===== src/rtl/fsm_3lnpp_sched.sv =====
// Three-level (Z/P/N) leg level scheduler: settle/dwell timing per commutation, P<->N bridged through Z.
// Optional macro FAULT_TRIP_EN adds a TRIP state that forces Z until fault_clr.
`ifndef TDELAY_WIDTH
`define TDELAY_WIDTH 8
`endif

module fsm_3lnpp_sched #(
  parameter int TDW = `TDELAY_WIDTH
) (
  input  logic           clk,
  input  logic           rst,
  input  logic [TDW-1:0] t_settle,
  input  logic [TDW-1:0] t_dwell,
  input  logic [1:0]     lev_req,
  input  logic           lev_req_valid,
  output logic           lev_req_ready,
  output logic [1:0]     v_lev,
  output logic           busy,
  output logic [15:0]    comm_cnt,
  input  logic           fault,
  input  logic           fault_clr,
  output logic           tripped,
  output logic [1:0]     state_dbg
);

  // Handshake: lev_req is taken on any clock edge where lev_req_valid && lev_req_ready;
  // the requester holds lev_req stable while valid is high and ready is low.
  typedef enum logic [1:0] {
    IDLE   = 2'd0,
    SETTLE = 2'd1,
    DWELL  = 2'd2,
    TRIP   = 2'd3
  } state_t;

  localparam logic [1:0] LZ = 2'b00;
  localparam logic [1:0] LX = 2'b11;

  state_t         state;
  logic           bridge_pend;
  logic [1:0]     target;
  logic [TDW-1:0] cnt;
  logic           last_cycle;
  logic           leg_done;

  function automatic logic [15:0] sat_inc(input logic [15:0] c);
    return (c == 16'hFFFF) ? c : c + 16'd1;
  endfunction

  // A leg ends on the last SETTLE cycle when no dwell follows, or on the last DWELL cycle.
  assign last_cycle = (cnt <= TDW'(1));
  assign leg_done   = last_cycle &&
                      (((state == SETTLE) && (t_dwell == '0)) || (state == DWELL));

  always_ff @(posedge clk) begin
    if (rst) begin
      state       <= IDLE;
      v_lev       <= LZ;
      bridge_pend <= 1'b0;
      target      <= LZ;
      cnt         <= '0;
      comm_cnt    <= '0;
    end
`ifdef FAULT_TRIP_EN
    else if (fault) begin
      state       <= TRIP;
      v_lev       <= LZ;
      bridge_pend <= 1'b0;
      cnt         <= '0;
      if (v_lev != LZ) comm_cnt <= sat_inc(comm_cnt);
    end
`endif
    else begin
      case (state)
        IDLE: begin
          if (lev_req_valid && lev_req != LX && lev_req != v_lev) begin
            cnt      <= t_settle;
            state    <= SETTLE;
            comm_cnt <= sat_inc(comm_cnt);
            if (v_lev == LZ || lev_req == LZ) begin
              v_lev <= lev_req;
            end else begin
              v_lev       <= LZ;
              target      <= lev_req;
              bridge_pend <= 1'b1;
            end
          end
        end
        SETTLE: begin
          if (!last_cycle) begin
            cnt <= cnt - TDW'(1);
          end else if (t_dwell != '0) begin
            cnt   <= t_dwell;
            state <= DWELL;
          end
        end
        DWELL: begin
          if (!last_cycle) cnt <= cnt - TDW'(1);
        end
        TRIP: begin
`ifdef FAULT_TRIP_EN
          if (fault_clr) state <= IDLE;
`else
          state <= IDLE;
`endif
        end
        default: state <= IDLE;
      endcase

      // Second half of a bridge is issued without a new handshake.
      if (leg_done) begin
        if (bridge_pend) begin
          v_lev       <= target;
          bridge_pend <= 1'b0;
          cnt         <= t_settle;
          state       <= SETTLE;
          comm_cnt    <= sat_inc(comm_cnt);
        end else begin
          state <= IDLE;
        end
      end
    end
  end

  assign lev_req_ready = (state == IDLE) && !bridge_pend;
  assign busy          = (state == SETTLE);
  assign state_dbg     = state;

`ifdef FAULT_TRIP_EN
  assign tripped = (state == TRIP);
`else
  logic unused_fault;
  assign unused_fault = fault | fault_clr;
  assign tripped      = 1'b0;
`endif

endmodule


===== config.mk =====
export PLATFORM = sky130hd
export DESIGN_NAME = fsm_3lnpp_sched
export DESIGN_NICKNAME = d
export VERILOG_FILES = /design/src/rtl/fsm_3lnpp_sched.sv
export SDC_FILE = /design/constraint.sdc
export NUM_CORES = 1
export LEC_CHECK = 0
export CORE_ASPECT_RATIO = 1.75
export CORE_MARGIN = 2
export CORE_UTILIZATION = 40
export DETAILED_ROUTE_END_ITERATION = 6
export PLACE_DENSITY_LB_ADDON = 0.3
export REMOVE_ABC_BUFFERS = 1
export SYNTH_ARGS = -nofsm -noshare
export SYNTH_HDL_FRONTEND = slang
export SYNTH_SLANG_ARGS = --single-unit

===== constraint.sdc =====
create_clock -name clk -period 4.6 [get_ports clk]
set_input_delay 1.15 -clock clk [delete_from_list [all_inputs] [get_ports clk]]
set_output_delay 1.15 -clock clk [all_outputs]
set_load 0.02 [all_outputs]

; Word-level counts from Yosys, hierarchy flattened
; Cells that the tools add are included.
[classes]
magnitude_cmp = 1
n_reduce_logical = 16
add_sub_neg = 2
n_eq_ne = 9
mux = 28
bitwise = 1
[ops]
columns = operator, n
row1 = $mux W16, 5
row2 = $mux W8, 6
row3 = $pmux W8 S3, 1
row4 = $mux W2, 9
row5 = $add A16 B1 Y16 const B, 1
row6 = $eq A16 B16 Y1 const B, 1
row7 = $le A8 B1 Y1 const B, 1
row8 = $logic_not A8 Y1, 1
row9 = $reduce_bool A8 Y1, 1
row10 = $sub A8 B1 Y8 const B, 1
row11 = $logic_not A2 Y1, 3
row12 = $mux W1, 6
row13 = $ne A3 B1 Y1 const B, 2
row14 = $pmux W2 S3, 1
row15 = $logic_and A1 B1 Y1, 5
row16 = $eq A2 B2 Y1 const B, 2
row17 = $reduce_and A4 Y1, 1
row18 = $reduce_bool A4 Y1, 1
row19 = $ne A3 B3 Y1 const B, 1
row20 = $reduce_and A3 Y1, 1
row21 = $eq A2 B1 Y1 const B, 1
row22 = $logic_or A1 B1 Y1, 2
row23 = $ne A2 B2 Y1, 1
row24 = $ne A2 B2 Y1 const B, 1
row25 = 2 further kinds, 2
[totals]
regBits = 31
out_inout_bits = 23

; Logic depth before layout (Yosys ltp)
; Gate-level depths: netlist (run 1).
[depth]
depth_word = 7
depth_mapped = 10
depth_no_buf = 8

; Worst setup path before layout (run 1)
; OpenSTA, ideal clock, no wires.
[synth_timing]
kind = input to register
from = input port t_dwell[4]
to = register comm_cnt[7]
cell_stages = 6
required_time_ps = 4529
path_buffers = 0
setup_time_ps = 71
arrival_time_ps = 2646
setup_slack_ps = 1884
cell_sequence = nor4_1 -> a31o_2 -> nand3_2 -> a21o_1 -> or4_1 -> a21oi_1
[synth_via]
elab_chain_len = 5
[synth_lines]
columns = element, line
row1 = start: declaration, 13  ; input logic [TDW-1:0] t_dwell,
row2 = $logic_not A8 Y1, 52  ; (((state == SETTLE) && (t_dwell == '0)) || (state == DWELL));
row3 = $logic_and A1 B1 Y1, 52
row4 = $logic_or A1 B1 Y1, 52
row5 = $logic_and A1 B1 Y1, 51  ; assign leg_done = last_cycle &&
row6 = $mux W16, 110  ; if (leg_done) begin
row7 = end signal: assignment, 78  ; comm_cnt <= sat_inc(comm_cnt);
row8 = end signal: assignment, 116  ; comm_cnt <= sat_inc(comm_cnt);
row9 = end: declaration, 19  ; output logic [15:0] comm_cnt,
; Every way passes these cells.
; A chain may end at the register's enable or synchronous reset.

; Worst setup path after layout (run 1)
; Same ends and word-level chain as after synthesis.

==> results_dict.tcl, run 1 <==
set metrics [dict create \
    outcome "completed" \
    worstPathMaxFanout 14 \
    synth_top_area_cell "dfxtp_1" \
    dieWidth_microns 57.4 \
    place_congestion 0.941 \
    antenna_found_initial 0 \
    yosys.area.top_type_share_pct 31.1 \
    pin_count 46 \
    synthArstFlopShare_pct 0 \
    worstPathArrival_ns 3.61 \
    drive_gt1_share_pct 5.57 \
    fin_util_pct 51.6 \
    syn_avg_cell_area_sq_um 7.97 \
    start_util_pct 40.7 \
    postCtsSetupBuffers 0 \
    layout.nets 317 \
    die_area_sq_mm 0.00559 \
    postSynthCellCount 250 \
    area_delta_synth_final_pct 26.6 \
    setup_violations 0 \
    hold_viol 0 \
    synth_seq_cells 31 \
    worstHoldStart "target[1]" \
    synth_most_common_cell "dfxtp_1" \
    first_iter_violations 71 \
    cts_buffers 5 \
    synth_cell_types 48 \
    synth_top_family_by_area "compound AO/OA/AOI/OAI gates" \
    cts_root_buf "clkbuf_8" \
    cp-start-kind "input pin" \
    cts.sinks 31 \
    synth-xor-area-share_pct 4.39 \
    setup.worst_path.start "t_dwell[4]" \
    met1_usage_pct 20.6 \
    synth.area.mux_share_pct 4.21 \
    grt_use_total_pct 19.7 \
    synth_area_sq_mm 0.00199 \
    wl_per_cell_microns 15.1 \
    ys_top_cells_by_count "31 x dfxtp_1, 29 x nor2_1, 15 x nand2_1" \
    grt_overflow_total 0 \
    clock.fmax_mhz 295 \
    ir_drop_mv 0.361 \
    drcViolationCount 0 \
    synth-adder-area-share_pct 4.39 \
    cts_tree "done" \
    synth_edf_count 0 \
    use_met2_pct 35.8 \
    grt_pass1_wl_microns 8870 \
    antenna_cells 0 \
    min_period_ns 3.39 \
    cts.path.max_buffers 2 \
    path_clk_slew_ns 0.07 \
    slew_headroom_pct 46.9 \
    hold_class "reg2reg" \
    yosysWarnings 0 \
    final.setup_skew_ns 0.00718 \
    insertion_delay_ns 0.28 \
    dr.pass1.iters 4 \
    grt_pass1_vias 2021 \
    via_count 2050 \
    yosys-top-cells-area "dfxtp_1 31%, nor2_1 5.5%, ha_1 4.4%" \
    ctsHoldBuffers 0 \
    worstMarginPinSlew_ns 0.793 \
    dp.cells 334 \
    core_area_sq_mm 0.00489 \
    postCtsResizedCells 0 \
    grt_setup_unrepaired "no" \
    viasPerCell 6.01 \
    cp_data_required_time_ns 4.82 \
    endpoint_kind "flop" \
    grtUsageMet3_pct 3.06 \
    finalNonFillerCells 341 \
    grt-busiest-layer "met2" \
    finalInstanceArea_sq_mm 0.00252 \
    cap_violations 0 \
    port_buffers 42 \
    grt_max_degree 18 \
    ant_nets 0 \
    reg2reg_from "cnt[0]" \
    period_share_pct 73.7 \
    p_leak_nw 0.880 \
    htreeDepth 2 \
    detailed_place_hpwl_microns 3890 \
    hold_slack_ns 0.510 \
    ys.flop_type "dfxtp_1" \
    drt_wl_total_microns 5140 \
    synth-seq-area-share_pct 31.1 \
    p_per_area_mw_per_mm2 469 \
    fp.dieH_microns 97.4 \
    fill_cells 485 \
    rows 34 \
    placed_area_sq_mm 0.00244 \
    synth_compound_area_share_pct 25.5 \
    finalMaxSlewViolations 0 \
    critPathKind "in2reg" \
    synthSimpleGateAreaFrac_pct 25.1 \
    fin_setup_tns_ns 0 \
]
## logic make-up after synthesis
kind of cell	Yosys count
AND/OR/NAND/NOR	98
adder cells (fa/ha/maj)	7
flip-flops	31
multiplexers	8
other	1
AO/OA/AOI/OAI	70
buffers and inverters	25
XOR/XNOR	10
## final cells by class
class | instances | area (sq um) | share of cell area [%]
clock buffer | 6 | 82.6 | 3.27
sequential | 31 | 621 | 24.6
timing repair buffer | 44 | 435 | 17.3
multi-input combinational | 194 | 1270 | 50.4
inverter | 11 | 41.3 | 1.64
clock inverter | 1 | 5.00 | 0.198
tap | 54 | 67.6 | 2.68
## cell usage in the layout, fill, tap and decap left out, types with 7 or more instances in the layout
cell type / instances
clkdlybuf4s50_1: 42
nor3_1: 13
inv_1: 11
nand3_1: 10
o21ai_0: 8
nor2b_1: 8
a21oi_1: 13
nand2_1: 15
ha_1: 7
a211oi_1: 9
nor2_1: 29
a221o_1: 7
xnor2_1: 9
dfxtp_1: 31
## final timing paths
check / endpoint / slack [ns] / depth (start not counted)
max: comm_cnt[7] / 1.21 / 7
min reg2reg: v_lev[1] / 0.51 / 2
max reg2reg: comm_cnt[7] / 1.45 / 8
min: v_lev[1] / 0.51 / 2
## registers in the layout (all words and copies together), names as in the netlist
| signal | flops |
|---|---|
| bridge_pend | 1 |
| cnt | 8 |
| comm_cnt | 16 |
| state_dbg | 2 |
| target | 2 |
| v_lev | 2 |
## stage by stage
stage	power (mW)	setup WS, ns
finish	1.18	1.21
global route	1.27	1.03
CTS	1.19	1.25
detailed placement	0.963	0.967
global placement	0.954	0.980
floorplan	0.800	1.75
## per-layer routing
layer  up-vias  wire [microns]
li1       1010               -
met1       962            2000
met2        63            2770
met3        15             207
met4         0             167
met5         -               0
## worst max-delay path, stage by stage
cell and delay [ns]:
clkdlybuf4s50_1 0.42, nor4_1 0.50, a31o_2 0.30, nand3_2 0.26
a21o_1 0.36, or4_1 0.48, a21oi_1 0.14
## power breakdown
part	total, mW	switching, mW	internal, mW
clock network	0.220	0.103	0.117
logic	0.582	0.318	0.264
registers	0.382	0.0738	0.308
total	1.18	0.494	0.689
Power figures use the tool's default switching activity.
==> run 2, diff against run 1 <==
==> constraint.sdc (replaced) <==
create_clock -name clk -period 3.2 [get_ports clk]
set_input_delay 0.8 -clock clk [delete_from_list [all_inputs] [get_ports clk]]
set_output_delay 0.8 -clock clk [all_outputs]
set_load 0.02 [all_outputs]
==> run 2 against run 1 <==
  * Clock-buffer cell count unchanged
  * Die area unchanged
  * Clock skew decreased by 0.0015 ns
  * Largest cell class unchanged
  * Core utilization increased by 1.4 points
  * Critical endpoint unchanged
  * Highest routed layer unchanged
  * Total power increased by 46%
  * Non-clock buffer count increased by 9
  * Final cell count increased by 2.6%
  * Sequential power increased by 43%
==> results_dict.tcl, run 2 (synthesis gave the netlist of run 1 again) <==
set metrics [dict create \
    outcome "completed" \
    hold_class "reg2reg" \
    grtUsageMet3_pct 3.06 \
    p_per_area_mw_per_mm2 666 \
    top_register "comm_cnt" \
    start_util_pct 40.7 \
    grt_use_total_pct 19.4 \
    cts_buffers 5 \
    slowest_stage "or4_1" \
    finalInstanceArea_sq_mm 0.00259 \
    cap_violations 0 \
    core_area_sq_mm 0.00489 \
    postCtsSetupBuffers 0 \
    wl_per_cell_microns 14.8 \
    final-seq-area_sq_um 621 \
    setup_violations 0 \
    power_mw 1.73 \
    max_stage_delay_ns 0.47 \
    via_count 2059 \
    dr.pass1.iters 4 \
    ir_drop_mv 0.498 \
    drive_gt1_share_pct 8.45 \
    crit_chain "clkdlybuf4s50_1 > nor4_1 > buf_4 > a31o_2 > nand3_2 > a21o_1 > or4_1 > a21oi_1" \
    grt_pass1_vias 1952 \
    r2r_setup_slack_ns 0.61 \
    die_area_sq_mm 0.00559 \
    fin_util_pct 53.0 \
    worstPathArrival_ns 3.03 \
    cp-start-kind "input pin" \
    drt_wl_total_microns 5190 \
    cts_root_buf "clkbuf_8" \
    min_period_ns 2.81 \
    cp_data_required_time_ns 3.42 \
    antenna_cells 0 \
    layout_common_cells "42 x clkdlybuf4s50_1, 31 x dfxtp_1, 29 x nor2_1" \
    hold_viol 0 \
    grt_overflow_total 0 \
    endpoint_kind "flop" \
    worstMarginPinSlew_ns 0.651 \
    layout.nets 326 \
    port_buffers 42 \
    use_met2_pct 36.4 \
    area_delta_synth_final_pct 30.0 \
    fp.dieH_microns 97.4 \
    grt_setup_unrepaired "no" \
    drcViolationCount 0 \
    insertion_delay_ns 0.28 \
    clock.fmax_mhz 355 \
    postCtsResizedCells 0 \
    grt_max_degree 16 \
    largest_reg_flops 16 \
    reg_top3 "comm_cnt (16), cnt (8)" \
    worstPathMaxFanout 6 \
    met1_usage_pct 19.9 \
    final.setup_skew_ns 0.00569 \
    slew_headroom_pct 56.4 \
    multi_input_area_sq_mm 0.00127 \
    final_common_cell "clkdlybuf4s50_1" \
    period_share_pct 88.0 \
    detailed_place_hpwl_microns 4040 \
    htreeDepth 2 \
    p_leak_nw 0.924 \
    ctsHoldBuffers 0 \
    grt-busiest-layer "met2" \
    pin_count 46 \
    critPathKind "in2reg" \
    cts_tree "done" \
    rows 34 \
    first_iter_violations 74 \
    ant_nets 0 \
    viasPerCell 5.88 \
    grt_pass1_wl_microns 8770 \
    fin_setup_tns_ns 0 \
    finalMaxSlewViolations 0 \
    antenna_found_initial 0 \
    path_clk_slew_ns 0.06 \
    cts.path.max_buffers 2 \
    placed_area_sq_mm 0.00250 \
    place_congestion 0.942 \
    cts.sinks 31 \
    fill_cells 473 \
    dieWidth_microns 57.4 \
]
-- run 2: cell count changes in the layout (fill, tap and decap cells not counted) --
cell	previous run	this run
buf_4	2	11
-- run 2: area by class of cell --
| type | count | area share [%] |
|---|---|---|
| repair buffers | 53 | 19.4 |
| clock buffers | 6 | 3.19 |
| multi-input cells | 194 | 49.1 |
| clock inverters | 1 | 0.193 |
| flip-flops and latches | 31 | 23.9 |
| well taps | 54 | 2.61 |
| inverters | 11 | 1.59 |
-- run 2: power by group --
part / switching (mW) / internal, mW / total (mW)
clock: 0.144 / 0.169 / 0.313
sequential: 0.104 / 0.443 / 0.547
combinational: 0.463 / 0.404 / 0.867
-- run 2: critical path, delay by kind of cell --
family          cells  cell delay (ns)
simple gates        3             1.01
buf+inv             2             0.60
compound gates      3             0.60
-- run 2: final timing paths --
check,from,end,depth (start not counted)
max,t_dwell[4],comm_cnt[7],8
max reg2reg,cnt[0],cnt[4],8
min reg2reg,target[0],v_lev[0],2
min,target[0],v_lev[0],2
-- run 2: per-stage QoR --
| step | hold slack (ns) | setup WS, ns | std cells |
|---|---|---|---|
| after floorplan | 0.466 | 0.555 | 236 |
| after global placement | 0.483 | 0.134 | 343 |
| after detailed placement | 0.493 | 0.109 | 343 |
| after CTS | 0.510 | 0.398 | 350 |
| after global routing | 0.527 | 0.268 | 350 |
| final | 0.497 | 0.385 | 350 |
-- run 2: routing by layer --
layer | share of wire [%] | vias up | wire length, microns
met2 | 55 | 52 | 2860
met5 | 0 | - | 0
met4 | 2.6 | 0 | 135
met3 | 3.8 | 10 | 198
met1 | 39 | 975 | 2010
li1 | - | 1022 | -
==> run 3, diff against run 2 <==
--- a/config.mk
+++ b/config.mk
@@ -7,7 +7,7 @@
 export LEC_CHECK = 0
 export CORE_ASPECT_RATIO = 1.75
 export CORE_MARGIN = 2
-export CORE_UTILIZATION = 40
+export CORE_UTILIZATION = 50
 export DETAILED_ROUTE_END_ITERATION = 6
 export PLACE_DENSITY_LB_ADDON = 0.3
 export REMOVE_ABC_BUFFERS = 1
==> run 3 against run 2 <==
  * Die area decreased by 19%
  * Final cell count down 1.4%
  * Sequential share of layout area unchanged
  * First-iteration DRC count fell by 18%
  * Cell area is the same
  * Routed wire length up 2.2%
  * Critical path type unchanged
==> results_dict.tcl, run 3 (synthesis gave the netlist of run 1 again) <==
set metrics [dict create \
    drcViolationCount 0 \
    die_area_sq_mm 0.00453 \
    slew_headroom_pct 56.8 \
    ctsHoldBuffers 0 \
    crit_chain "clkdlybuf4s50_1 > nor4_1 > a31o_2 > nand3_2 > a21o_1 > or4_1 > a21oi_1" \
    cp-start-kind "input pin" \
    p_sw_mw 0.734 \
    insertion_delay_ns 0.28 \
    combinationalPowerShare_pct 50.9 \
    postCtsResizedCells 0 \
    fin_setup_tns_ns 0 \
    wl_met3_microns 156 \
    drive_gt1_share_pct 8.75 \
    clock.fmax_mhz 357 \
    wl_met1_microns 2090 \
    period_share_pct 87.5 \
    hold_viol 0 \
    min_period_ns 2.80 \
    viasPerCell 6.10 \
    dr.pass1.iters 4 \
    worstPathArrival_ns 3.01 \
    worstPathMaxFanout 8 \
    fp.dieH_microns 87.5 \
    grt_setup_unrepaired "no" \
    detailed_place_hpwl_microns 3990 \
    cap_violations 0 \
    cts.path.max_buffers 2 \
    start_util_pct 51.6 \
    rows 30 \
    cts.sinks 31 \
    endpoint_kind "flop" \
    setup_violations 0 \
    reg_top3 "comm_cnt (16), cnt (8)" \
    grt_max_degree 24 \
    ir_drop_mv 0.591 \
    cp_data_required_time_ns 3.41 \
    dp.cells 338 \
    area_delta_synth_final_pct 30.0 \
    layout_common_cells "42 x clkdlybuf4s50_1, 31 x dfxtp_1, 29 x nor2_1" \
    grt_overflow_total 0 \
    wl_per_cell_microns 15.4 \
    top_register "comm_cnt" \
    hold_class "reg2reg" \
    hold_slack_ns 0.493 \
    finalNonFillerCells 345 \
    layout.nets 327 \
    grt_pass1_vias 2025 \
    finalMaxSlewViolations 0 \
    met2_length_microns 2900 \
    grt_pass1_wl_microns 9330 \
    switching_share_pct 41.8 \
    place_congestion 0.945 \
    ant_nets 0 \
    pin_count 46 \
    slowest_stage "or4_1" \
    htreeDepth 2 \
    postCtsSetupBuffers 0 \
    p_leak_nw 0.929 \
    seqPwrFrac_pct 31.1 \
    cts_root_buf "clkbuf_8" \
    via_count 2103 \
    max_stage_delay_ns 0.50 \
    drt_wl_total_microns 5310 \
    antenna_found_initial 0 \
    worstMarginPinSlew_ns 0.644 \
    top_layer "met4" \
    clkPwrFrac_pct 18.1 \
    first_iter_violations 61 \
    p_per_area_mw_per_mm2 677 \
    final.setup_skew_ns 0.00594 \
    critPathKind "in2reg" \
    port_buffers 42 \
    outcome "completed" \
    final_common_cell "clkdlybuf4s50_1" \
    path_clk_slew_ns 0.06 \
    cts_buffers 5 \
    largest_reg_flops 16 \
    dieWidth_microns 51.7 \
    antenna_cells 0 \
    power.internal_mw 1.02 \
    cts_tree "done" \
    core_area_sq_mm 0.00387 \
    grt_use_total_pct 26.7 \
]
-- run 3: metal layers --
layer | GRT usage [%] | up-vias
li1 | - | 1033
met1 | 29.3 | 996
met2 | 48.8 | 58
met3 | 4.47 | 16
met4 | 11.5 | 0
met5 | 0 | -
-- run 3: area by class of cell --
type                    count  area, sq um
clock buffers               6         82.6
fillers                   352         1270
inverters                  11         41.3
clock inverters             1         5.00
multi-input cells         194         1270
repair buffers             54          510
well taps                  48         60.1
flip-flops and latches     31          621
-- run 3: path summary, 6_finish.rpt --
| check | start | endpoint | slack, ns | depth (start not counted) |
|---|---|---|---|---|
| worst max-delay path | t_dwell[0] | comm_cnt[7] | 0.40 | 7 |
| worst min-delay path | target[1] | v_lev[1] | 0.49 | 2 |
| worst max register to register | cnt[0] | comm_cnt[7] | 0.50 | 8 |
| worst min register to register | target[1] | v_lev[1] | 0.49 | 2 |
-- run 3: power by group through the flow --
stage	registers [mW]	logic [mW]	clock network, mW
5_1_grt	0.561	0.982	0.335
6_report	0.545	0.892	0.317
3_3_place_gp	0.550	0.864	0
4_1_cts	0.543	0.880	0.316
3_5_place_dp	0.550	0.876	0
2_1_floorplan	0.544	0.606	0
-- run 3: worst max-delay path, delay by kind of cell --
kind | cells | cell delay [ns]
compound gates | 3 | 0.69
buf+inv | 1 | 0.42
simple gates | 3 | 1.10
-- run 3: per-stage QoR --
stage | instance area, sq um | utilization [%] | power, mW | setup WS (ns)
after floorplan | 1930 | - | 1.15 | 0.555
after global placement | 2500 | 64.8 | 1.41 | 0.246
after detailed placement | 2500 | 64.8 | 1.43 | 0.115
after CTS | 2590 | 67.0 | 1.74 | 0.396
after global routing | 2590 | 67.0 | 1.88 | 0.212
final | 2590 | 67.0 | 1.75 | 0.400
